## src/rtl/pc_sequencer_if.sv

```systemverilog
// ----------------------------------------------------------------------------
// pc_sequencer_if
//   Groups the fetch-side control inputs, the instruction-memory port and the
//   IF/ID pipeline-register outputs of pc_sequencer into one bundle.
//
//   master : the sequencer side (consumes control + imem_data, drives the
//            memory address, the IF/ID outputs and fetch_busy).
//   slave  : the surrounding pipeline / memory side.
//
//   Signals:
//     stall, flush, jump_taken, ret_valid  - control requests into fetch
//     jump_target, ret_pc                  - redirect destinations
//     imem_data                            - async-read instruction word
//     imem_addr                            - instruction memory address
//     ifid_instr, ifid_pc, ifid_valid      - IF/ID register contents
//     fetch_busy                           - reset vector load in progress
// ----------------------------------------------------------------------------
interface pc_sequencer_if #(
  parameter int PC_W    = 32,
  parameter int INSTR_W = 16
) ();
  logic               stall;
  logic               flush;
  logic               jump_taken;
  logic [PC_W-1:0]    jump_target;
  logic               ret_valid;
  logic [PC_W-1:0]    ret_pc;
  logic [INSTR_W-1:0] imem_data;
  logic [PC_W-1:0]    imem_addr;
  logic [INSTR_W-1:0] ifid_instr;
  logic [PC_W-1:0]    ifid_pc;
  logic               ifid_valid;
  logic               fetch_busy;

  modport master (
    input  stall, flush, jump_taken, jump_target, ret_valid, ret_pc, imem_data,
    output imem_addr, ifid_instr, ifid_pc, ifid_valid, fetch_busy
  );

  modport slave (
    output stall, flush, jump_taken, jump_target, ret_valid, ret_pc, imem_data,
    input  imem_addr, ifid_instr, ifid_pc, ifid_valid, fetch_busy
  );
endinterface

```

## src/rtl/pc_sequencer.sv

```systemverilog
// ----------------------------------------------------------------------------
// pc_sequencer
//   Fetch-side program-counter sequencer feeding the IF/ID register. Steps the
//   PC by one per cycle, applies return/jump redirects, holds on stall and
//   inserts NOP bubbles on flush.
//
//   Optional feature (macro PC_SEQ_RESET_VECTOR_EN):
//     defined   - after reset the start PC is read from a two-word vector in
//                 instruction memory (low word at RESET_VEC_ADDR, high word at
//                 RESET_VEC_ADDR+1); fetch_busy is high during the load.
//     undefined - reset starts fetching directly at RESET_PC; fetch_busy = 0.
//
//   Ports:
//     clk  - clock, rising edge
//     rst  - asynchronous active-low reset
//     bus  - pc_sequencer_if.master (control inputs, imem port, IF/ID outputs)
// ----------------------------------------------------------------------------
module pc_sequencer #(
  parameter int                 PC_W           = 32,
  parameter int                 INSTR_W        = 16,
`ifdef PC_SEQ_RESET_VECTOR_EN
  parameter logic [PC_W-1:0]    RESET_VEC_ADDR = '0,
`else
  parameter logic [PC_W-1:0]    RESET_PC       = '0,
`endif
  parameter logic [INSTR_W-1:0] NOP            = '0
) (
  input logic            clk,
  input logic            rst,
  pc_sequencer_if.master bus
);

  logic [PC_W-1:0]    r_pc;
  logic [PC_W-1:0]    w_pc_nxt;
  logic [INSTR_W-1:0] r_ifid_instr;
  logic [PC_W-1:0]    r_ifid_pc;
  logic               r_ifid_valid;
  logic               w_run;
  logic               w_fetch_busy;
  logic [PC_W-1:0]    w_imem_addr;

`ifdef PC_SEQ_RESET_VECTOR_EN
  localparam int              HI_W   = PC_W - INSTR_W;
  localparam logic [PC_W-1:0] PC_RST = '0;

  typedef enum logic [1:0] {
    VEC_LO = 2'd0,
    VEC_HI = 2'd1,
    RUN    = 2'd2
  } state_t;

  state_t          r_state;
  state_t          w_state_nxt;
  logic            w_ld_lo;
  logic            w_ld_hi;
  logic [HI_W-1:0] w_vec_hi;

  // High vector word is zero-extended or truncated into the upper PC bits.
  assign w_vec_hi = HI_W'(bus.imem_data);

  always_ff @(posedge clk or negedge rst) begin
    if (!rst) r_state <= VEC_LO;
    else      r_state <= w_state_nxt;
  end

  always_comb begin
    w_state_nxt = r_state;
    case (r_state)
      VEC_LO:  w_state_nxt = VEC_HI;
      VEC_HI:  w_state_nxt = RUN;
      RUN:     w_state_nxt = RUN;
      default: w_state_nxt = VEC_LO;
    endcase
  end

  // Memory address is combinational so a mid-run reset immediately points it
  // back at the vector.
  always_comb begin
    w_run        = 1'b0;
    w_ld_lo      = 1'b0;
    w_ld_hi      = 1'b0;
    w_fetch_busy = 1'b1;
    w_imem_addr  = r_pc;
    case (r_state)
      VEC_LO: begin
        w_ld_lo     = 1'b1;
        w_imem_addr = RESET_VEC_ADDR;
      end
      VEC_HI: begin
        w_ld_hi     = 1'b1;
        w_imem_addr = RESET_VEC_ADDR + PC_W'(1);
      end
      RUN: begin
        w_run        = 1'b1;
        w_fetch_busy = 1'b0;
      end
      default: ;
    endcase
  end
`else
  localparam logic [PC_W-1:0] PC_RST = RESET_PC;

  assign w_run        = 1'b1;
  assign w_fetch_busy = 1'b0;
  assign w_imem_addr  = r_pc;
`endif

  // Redirects outrank stall; return outranks jump.
  always_comb begin
    w_pc_nxt = r_pc;
    if (w_run) begin
      if (bus.ret_valid)       w_pc_nxt = bus.ret_pc;
      else if (bus.jump_taken) w_pc_nxt = bus.jump_target;
      else if (!bus.stall)     w_pc_nxt = r_pc + PC_W'(1);
    end
`ifdef PC_SEQ_RESET_VECTOR_EN
    else if (w_ld_lo) w_pc_nxt[INSTR_W-1:0]    = bus.imem_data;
    else if (w_ld_hi) w_pc_nxt[PC_W-1:INSTR_W] = w_vec_hi;
`endif
  end

  // ---- PC register -> instruction memory address ----
  always_ff @(posedge clk or negedge rst) begin
    if (!rst) r_pc <= PC_RST;
    else      r_pc <= w_pc_nxt;
  end

  // ---- IF/ID register: flush beats stall, redirects do not squash ----
  always_ff @(posedge clk or negedge rst) begin
    if (!rst) begin
      r_ifid_instr <= NOP;
      r_ifid_pc    <= '0;
      r_ifid_valid <= 1'b0;
    end else if (w_run) begin
      if (bus.flush) begin
        r_ifid_instr <= NOP;
        r_ifid_pc    <= r_pc;
        r_ifid_valid <= 1'b0;
      end else if (!bus.stall) begin
        r_ifid_instr <= bus.imem_data;
        r_ifid_pc    <= r_pc;
        r_ifid_valid <= 1'b1;
      end
    end
  end

  assign bus.imem_addr  = w_imem_addr;
  assign bus.fetch_busy = w_fetch_busy;
  assign bus.ifid_instr = r_ifid_instr;
  assign bus.ifid_pc    = r_ifid_pc;
  assign bus.ifid_valid = r_ifid_valid;

endmodule

```

## src/flat_wrapper.sv

```systemverilog
// flat-port wrapper written by rule: the top's interface ports become plain ports
module pc_sequencer_flat 
#(
  parameter int                 PC_W           = 32,
  parameter int                 INSTR_W        = 16,

  parameter logic [PC_W-1:0]    RESET_PC       = '0,

  parameter logic [INSTR_W-1:0] NOP            = '0
)
  (clk, rst, bus_stall, bus_flush, bus_jump_taken, bus_jump_target, bus_ret_valid, bus_ret_pc, bus_imem_data, bus_imem_addr, bus_ifid_instr, bus_ifid_pc, bus_ifid_valid, bus_fetch_busy);
  pc_sequencer_if #(.PC_W(PC_W), .INSTR_W(INSTR_W)) bus_i ();
  input logic clk;
  input logic rst;
  input wire logic [$bits(bus_i.stall)-1:0] bus_stall;
  input wire logic [$bits(bus_i.flush)-1:0] bus_flush;
  input wire logic [$bits(bus_i.jump_taken)-1:0] bus_jump_taken;
  input wire logic [$bits(bus_i.jump_target)-1:0] bus_jump_target;
  input wire logic [$bits(bus_i.ret_valid)-1:0] bus_ret_valid;
  input wire logic [$bits(bus_i.ret_pc)-1:0] bus_ret_pc;
  input wire logic [$bits(bus_i.imem_data)-1:0] bus_imem_data;
  output wire logic [$bits(bus_i.imem_addr)-1:0] bus_imem_addr;
  output wire logic [$bits(bus_i.ifid_instr)-1:0] bus_ifid_instr;
  output wire logic [$bits(bus_i.ifid_pc)-1:0] bus_ifid_pc;
  output wire logic [$bits(bus_i.ifid_valid)-1:0] bus_ifid_valid;
  output wire logic [$bits(bus_i.fetch_busy)-1:0] bus_fetch_busy;
  assign bus_i.stall = bus_stall;
  assign bus_i.flush = bus_flush;
  assign bus_i.jump_taken = bus_jump_taken;
  assign bus_i.jump_target = bus_jump_target;
  assign bus_i.ret_valid = bus_ret_valid;
  assign bus_i.ret_pc = bus_ret_pc;
  assign bus_i.imem_data = bus_imem_data;
  assign bus_imem_addr = bus_i.imem_addr;
  assign bus_ifid_instr = bus_i.ifid_instr;
  assign bus_ifid_pc = bus_i.ifid_pc;
  assign bus_ifid_valid = bus_i.ifid_valid;
  assign bus_fetch_busy = bus_i.fetch_busy;
  pc_sequencer #(.PC_W(PC_W), .INSTR_W(INSTR_W), .RESET_PC(RESET_PC), .NOP(NOP)) u_core (.clk(clk), .rst(rst), .bus(bus_i));
endmodule
```

## config.mk

```make
export PLATFORM = sky130hd
export DESIGN_NAME = pc_sequencer_flat
export DESIGN_NICKNAME = d
export VERILOG_FILES = /design/src/rtl/pc_sequencer_if.sv /design/src/rtl/pc_sequencer.sv /design/src/flat_wrapper.sv
export SDC_FILE = /design/constraint.sdc
export NUM_CORES = 1
export LEC_CHECK = 0
export BUFFER_PORTS_ARGS = -buffer_cell sky130_fd_sc_hd__buf_2
export CORE_UTILIZATION = 27
export DETAILED_ROUTE_END_ITERATION = 10
export HOLD_SLACK_MARGIN = 0.03
export SYNTH_ARGS = -nofsm -noshare
export SYNTH_HDL_FRONTEND = slang
export SYNTH_SLANG_ARGS = --single-unit
```

## constraint.sdc

```tcl
create_clock -name clk -period 2.5 [get_ports clk]
set_input_delay 0.625 -clock clk [delete_from_list [all_inputs] [get_ports clk]]
set_output_delay 0.625 -clock clk [all_outputs]
set_load 0.005 [all_outputs]
```

==> impl_results.md, run 1 <==
- Status: completed
- RSZ-0062 raised after global routing: no
- R2r worst-path depth: 5
- Final hold slack: 0.264 ns
- Largest net degree at the start of global routing: 40
- Syn_area_per_cell: 10.1 sq um
- DR DRC count: 0
- Synth area leader: dfrtp_1
- # rows: 45
- CTS hold repair buffers: 0
- Total power draw: 3.68 mW
- Worst-path maximum fanout: 7
- Total track usage: 17.2%
- Vias in the first global route: 3823
- Clk_lat worst skew: 0.34 ns
- Resized cells post-CTS: 0
- Clock transition at path regs: 0.06 ns
- H-tree depth: 3
- Number of synthesized register bits: 81
- Final wirelength: 13.3 mm
- Crit path buffers/inverters: 0
- ANT cells: 0
- Num ports: 168
- CP Launch Type: flip-flop
- Port buffer count: 166
- Initial core utilization: 27.6%
- Nets: 665
- Crit path cell chain: nand4_2, or4_1, nor4_2, xnor2_1, o21ai_1
- First-pass GRT wire length: 20.8 mm
- DR iter-0 viols: 209
- Fmax: 486 MHz
- Setup violations, final: 0
- Dpl hpwl: 10.1 mm
- Fraction of layout cells with a size suffix above 1: 40.8%
- Shortest period the worst path allows: 2.06 ns
- VDD IR max: 0.334 mV
- Post-route cell area: 5610 sq um
- Placed cell areas: 5290 sq um
- Die width: 126 um
- CTS tree: done
- Cell variety after synth: 53
- Routed length per instance: 17.2 um
- Crit-path max cell delay: 0.69 ns
- Final ANT Viol Nets: 0
- Synth Cell Area: 4180 sq um
- Die Y: 126 um
- CP Depth: 5
- Delay-heaviest family, CP: simple AND/OR/NAND/NOR gates
- Pins Over Slew Limit: 0
- Setup CP Type: flip-flop to flip-flop
- Async S/R FF share, synth: 100%
- Worst slack, placed: 0.459 ns
- Total gr overflow: 0
- CP max-delay cell: or4_1
- Fillcell total: 1531
- DIE AREA: 16000 sq um
- TritonCTS Buffers: 9
- Initial antenna violation count: 0
- Area of the multi-input gates: 2020 sq um
- Sequential area share after synthesis: 48.5%
- Register Area: 2030 sq um
- Critical path arrival: 2.28 ns
- Clk Tree Root Cell: clkbuf_16
- Max Clock Skew: 0.00458 ns
- Max clock buf depth: 2
- Mapped Nets: 499
- Top post-synthesis cells by area: dfrtp_1 48%, mux2_2 8.6%, mux2i_1 5.5%
- Slew @ Worst Pin: 0.544 ns
- Final Cycle Share: 82.4%
- Clock sinks: 81
- Initial DRT Pass Iterations: 5
- LEAKAGE: 2.69 nW
- Fin util: 37.1%
- EDFF count, synth: 0
- Hold Path Class: input pin to asynchronous set/reset pin
- Worst endpoint required time: 2.72 ns
- YS warnings: 0
- Slack of the critical path: 0.441 ns
- Setup TNS: 0 ns
- Rel. slew slack: 63.7%
- Crit path capture type: flip-flop
- Number of max-cap violations: 0
- Cell count after synthesis: 412
- DP Cell Count: 755
- Area of the core: 15100 sq um
- DR vias: 3860
- Post-route insts no fill: 771
- Area Growth Syn to Fin: 34.3%
- Final GP Congestion: 0.840
- Final Hold Viols: 0
- Setup Buffers After CTS: 0
- Vias/cell: 5.01
- Top cell type's share of synthesized area: 48.5%
- Synth Flop Type: dfrtp_1
- P per Cell Area: 655 nW/um^2
worst reg2reg max path, cell delays in order, from the launching register on:
cell,delay [ns]
dfrtp_1,0.48
nand4_2,0.21
or4_1,0.69
nor4_2,0.34
xnor2_1,0.15
o21ai_1,0.07
metal layers:
| metal | global-route usage, % | vias up | routed length, um |
|---|---|---|---|
| met5 | 0 | - | 0 |
| met3 | 3.37 | 23 | 759 |
| met2 | 27.8 | 140 | 6390 |
| met1 | 21.7 | 1877 | 5750 |
| met4 | 9.14 | 0 | 376 |
| li1 | - | 1820 | - |
worst paths after layout:
check                                        start                  endpoint  slack [ns]
setup reg to reg           u_core.bus.imem_addr[8]  u_core.bus.imem_addr[29]        0.44
hold / removal                                 rst    u_core.bus.ifid_pc[10]        0.26
setup / recovery           u_core.bus.imem_addr[8]  u_core.bus.imem_addr[29]        0.44
max in group asynchronous                      rst  u_core.bus.imem_addr[15]        1.61
min in group clk            u_core.bus.ifid_pc[28]    u_core.bus.ifid_pc[28]        0.48
hold reg to reg             u_core.bus.ifid_pc[28]    u_core.bus.ifid_pc[28]        0.48
synth_stat cells, drive strengths merged (8+ instances only):
cell type	count
xor2	16
mux2i	23
and3	11
a21oi	26
nor2	36
buf	11
dfrtp	81
xnor2	8
nand2	32
mux2	32
nand3	13
clkbuf	18
o21ai	21
nand4	13
report_power, final:
part | internal [mW] | leakage, nW | total, mW | switching, mW
clock network | 0.910 | 0.162 | 1.43 | 0.516
registers | 1.45 | 0.985 | 1.60 | 0.144
logic | 0.335 | 1.54 | 0.654 | 0.320
total | 2.70 | 2.69 | 3.68 | 0.979
sequential cells by signal (all words and copies together), names as in the netlist:
register and flops:
u_core.bus.ifid_valid 1, u_core.bus.ifid_instr 16, u_core.bus.ifid_pc 32, u_core.bus.imem_addr 32
cell type report:
| cell class | count | area share, % |
|---|---|---|
| multi-input combinational | 296 | 36.0 |
| sequential | 81 | 36.1 |
| inverter | 6 | 0.401 |
| tap | 188 | 4.19 |
| clock buffer | 15 | 5.30 |
| timing repair buffer | 184 | 17.5 |
| clock inverter | 1 | 0.535 |
cells by family (layout without fill, tap and decap cells):
kind of cell / after synthesis / count (layout) / synth area share [%]
simple gates: 131 / 131 / 16.0
compound gates: 84 / 84 / 12.7
flops: 81 / 81 / 48.5
mux: 55 / 55 / 14.1
buf+inv: 35 / 206 / 3.35
xor+xnor: 24 / 24 / 5.03
fa+ha+maj: 1 / 1 / 0.299
other cells: 1 / 1 / 0.0897
cells in the final DEF (no fill, tap or decap), types with 2 or more instances in the layout:
cell / n
o21ai_0: 20
o221ai_1: 6
buf_2: 165
mux2_2: 32
o31ai_1: 2
buf_4: 18
nor3_1: 6
a22oi_1: 6
nand2_1: 32
and3_1: 11
dfrtp_1: 81
a21oi_1: 26
mux2i_1: 23
or3_1: 2
nand3_1: 12
a211oi_1: 2
nand4b_1: 2
o211ai_1: 5
nor4_2: 2
and2_1: 2
inv_1: 6
xor2_1: 16
o22ai_1: 4
and4_1: 2
nand2b_1: 2
nor2_1: 36
clkbuf_8: 5
nand4_1: 12
a31oi_1: 2
clkbuf_16: 9
xnor2_1: 8
Power figures use the tool's default switching activity.
==> inputs of run 2 (changes only) <==
ABC_AREA = 1   (was not set)
clock period = 2 ns   (was 2.5 ns; I/O delays follow)
==> run 2 against run 1 <==
  * Die area rose by 9.6%
  * Register-to-register slack got worse by 0.18 ns
  * Critical endpoint is now u_core.bus.imem_addr[14]
  * Combinational power rose by 46%
  * Clock-buffer cell count down 4
  * Core utilization down 0.67 points
  * Flip-flop and latch count stayed put
  * Critical path type unchanged
==> impl_results.md, run 2 <==
- Status: completed
- DR vias: 4844
- Final ANT Viol Nets: 0
- Clk Tree Root Cell: clkbuf_16
- Area Growth Syn to Fin: 31.6%
- P per Cell Area: 778 nW/um^2
- Shortest period the worst path allows: 1.74 ns
- YS warnings: 0
- Post-route insts no fill: 1033
- Final Cycle Share: 87.1%
- Hold Path Class: input pin to asynchronous set/reset pin
- Met1 Use GR: 26.3%
- Post-route cell area: 6040 sq um
- CTS hold repair buffers: 0
- DP Cell Count: 1017
- DR DRC count: 0
- Synth Flop Type: dfrtp_1
- Worst endpoint required time: 2.26 ns
- Area of the core: 16600 sq um
- Number of max-cap violations: 0
- Pins Over Slew Limit: 0
- Dpl hpwl: 12.5 mm
- Setup Buffers After CTS: 0
- Setup CP Type: flip-flop to flip-flop
- Mapped Nets: 734
- DR iter-0 viols: 325
- # rows: 47
- Largest net degree at the start of global routing: 46
- Port buffer count: 166
- Logic pwr share: 20.3%
- Number of synthesized register bits: 81
- Total track usage: 19.0%
- Setup violations, final: 0
- Clk_lat worst skew: 0.35 ns
- Total gr overflow: 0
- M3 GR Usage: 4.00%
- Vias in the first global route: 4729
- Final wirelength: 16.0 mm
- Vias/cell: 4.69
- Die Y: 132 um
- Die width: 132 um
- Syn_area_per_cell: 7.09 sq um
- Setup TNS: 0 ns
- Final Hold Viols: 0
- Final GP Congestion: 0.905
- Initial antenna violation count: 0
- ANT cells: 0
- Initial DRT Pass Iterations: 5
- Placed cell areas: 5730 sq um
- Flop-to-flop setup slack: 0.26 ns
- Sw power: 1.46 mW
- Num ports: 168
- Internal: 3.24 mW
- Most common cell after layout, fill and taps aside: buf_2
- VDD IR max: 0.368 mV
- Met2 usage: 29.6%
- Max Clock Skew: 0.0161 ns
- TritonCTS Buffers: 9
- Sequential share of power: 42.9%
- H-tree depth: 3
- Top cell type's share of synthesized area: 44.2%
- RR Endpoint: u_core.bus.imem_addr[14]
- First-pass GRT wire length: 25.8 mm
- Synth Cell Area: 4590 sq um
- Top post-synthesis cells by area: dfrtp_1 44%, nand2_1 13%, nor2_1 11%
- Cell variety after synth: 30
- Crit path capture type: flip-flop
- Synth cell count leaders: 163 x nand2_1, 132 x nor2_1, 81 x dfrtp_1, 73 x nand3_1, 66 x a21oi_1
- Initial core utilization: 27.7%
- Fmax: 574 MHz
- Clock sinks: 81
- Reg2reg start: u_core.bus.imem_addr[1]
- Synth area leader: dfrtp_1
- R2r worst-path depth: 9
- Async S/R FF share, synth: 100%
- LEAKAGE: 3.01 nW
- Fraction of layout cells with a size suffix above 1: 27.8%
- Sequential area share after synthesis: 44.2%
- Worst-path maximum fanout: 6
- Nets: 895
- EDFF count, synth: 0
- Switching Share: 31.1%
- RSZ-0062 raised after global routing: no
- Routed length per instance: 15.5 um
- CP Launch Type: flip-flop
- Max clock buf depth: 2
- DIE AREA: 17500 sq um
- Top-count cell post-synth: nand2_1
- Clock transition at path regs: 0.07 ns
- GR peak layer: met2
- Leading cell types in the layout, fill and taps excluded: 165 x buf_2, 162 x nand2_1, 132 x nor2_1, 81 x dfrtp_1, 73 x nand3_1
- Clk network pwr share: 36.7%
- Resized cells post-CTS: 0
- CTS tree: done
- Critical path arrival: 2.00 ns
- Cell count after synthesis: 647
-- run 2: changes by cell type in the layout (fill, tap and decap cells not counted), sizes merged, moves of 6 or more --
| cell | previous run | this run |
|---|---|---|
| mux2i | 23 | 0 |
| mux2 | 32 | 8 |
| a21oi | 26 | 68 |
| and3 | 11 | 0 |
| inv | 6 | 38 |
| xor2 | 16 | 3 |
| nand2 | 32 | 169 |
| nand3 | 13 | 73 |
| nor2 | 36 | 141 |
| o221ai | 6 | 0 |
| xnor2 | 8 | 2 |
| nand4 | 13 | 0 |
-- run 2: worst max path at each step --
stage | from | end | slack, ns | depth (start not counted)
floorplan | bus_stall | u_core.bus.imem_addr[0] | 0.49 | 7
finish | u_core.bus.imem_addr[1] | u_core.bus.imem_addr[14] | 0.26 | 9
global route | u_core.bus.imem_addr[1] | u_core.bus.imem_addr[14] | 0.06 | 9
CTS | u_core.bus.imem_addr[1] | u_core.bus.imem_addr[28] | 0.26 | 10
detailed placement | u_core.bus.imem_addr[1] | u_core.bus.imem_addr[28] | 0.30 | 10
global placement | bus_jump_taken | u_core.bus.imem_addr[1] | 0.31 | 7
-- run 2: layer usage --
metal	share of wire, %	up-vias
met4	1.5	0
met5	0	-
met1	48	2257
li1	-	2407
met2	45	169
met3	6.2	11
-- run 2: through the flow --
step	setup WS (ns)	power [mW]	utilization [%]	hold WS, ns
final	0.258	4.70	36.4	0.126
after global placement	0.313	3.00	34.6	0.485
after detailed placement	0.302	3.01	34.6	0.493
after global routing	0.0606	4.94	36.4	0.132
after floorplan	0.494	2.49	-	0.204
after CTS	0.262	4.75	36.4	0.129
-- run 2: worst max-delay path, cell delays in order, from the launching register on --
cell     delay (ns)
dfrtp_1        0.43
ha_1           0.24
nand2_2        0.10
nor2_4         0.13
nand2_1        0.07
nor2_1         0.27
nand2_1        0.09
nand3_1        0.12
nand2_1        0.06
a22oi_1        0.14
-- run 2: layout make-up --
cell class | count | area (sq um)
Sequential cell | 81 | 2030
Inverter | 38 | 143
Multi-Input combinational cell | 496 | 2280
Tap cell | 220 | 275
Fill cell | 1833 | 10500
Clock buffer | 11 | 243
Timing Repair Buffer | 182 | 1000
Clock inverter | 5 | 62.6
-- run 2: cell families (layout without fill, tap and decap cells) --
logic type | Yosys count | in the layout | synth area share, %
AOI/OAI and AO/OA | 96 | 96 | 11.2
buffers and inverters | 70 | 236 | 6.14
xor gates and xnor gates | 5 | 5 | 0.955
DFF | 81 | 81 | 44.2
muxes | 8 | 8 | 1.96
and+or+nand+nor | 385 | 385 | 35.2
adders and majority gates | 1 | 1 | 0.273
other | 1 | 1 | 0.0817
-- run 2: power groups by stage --
stage	clock, mW	sequential (mW)	combinational (mW)
after floorplan	0	2.02	0.467
after global placement	0	2.04	0.959
after detailed placement	0	2.05	0.960
after CTS	1.76	2.02	0.964
after global routing	1.82	2.05	1.08
final	1.73	2.02	0.954
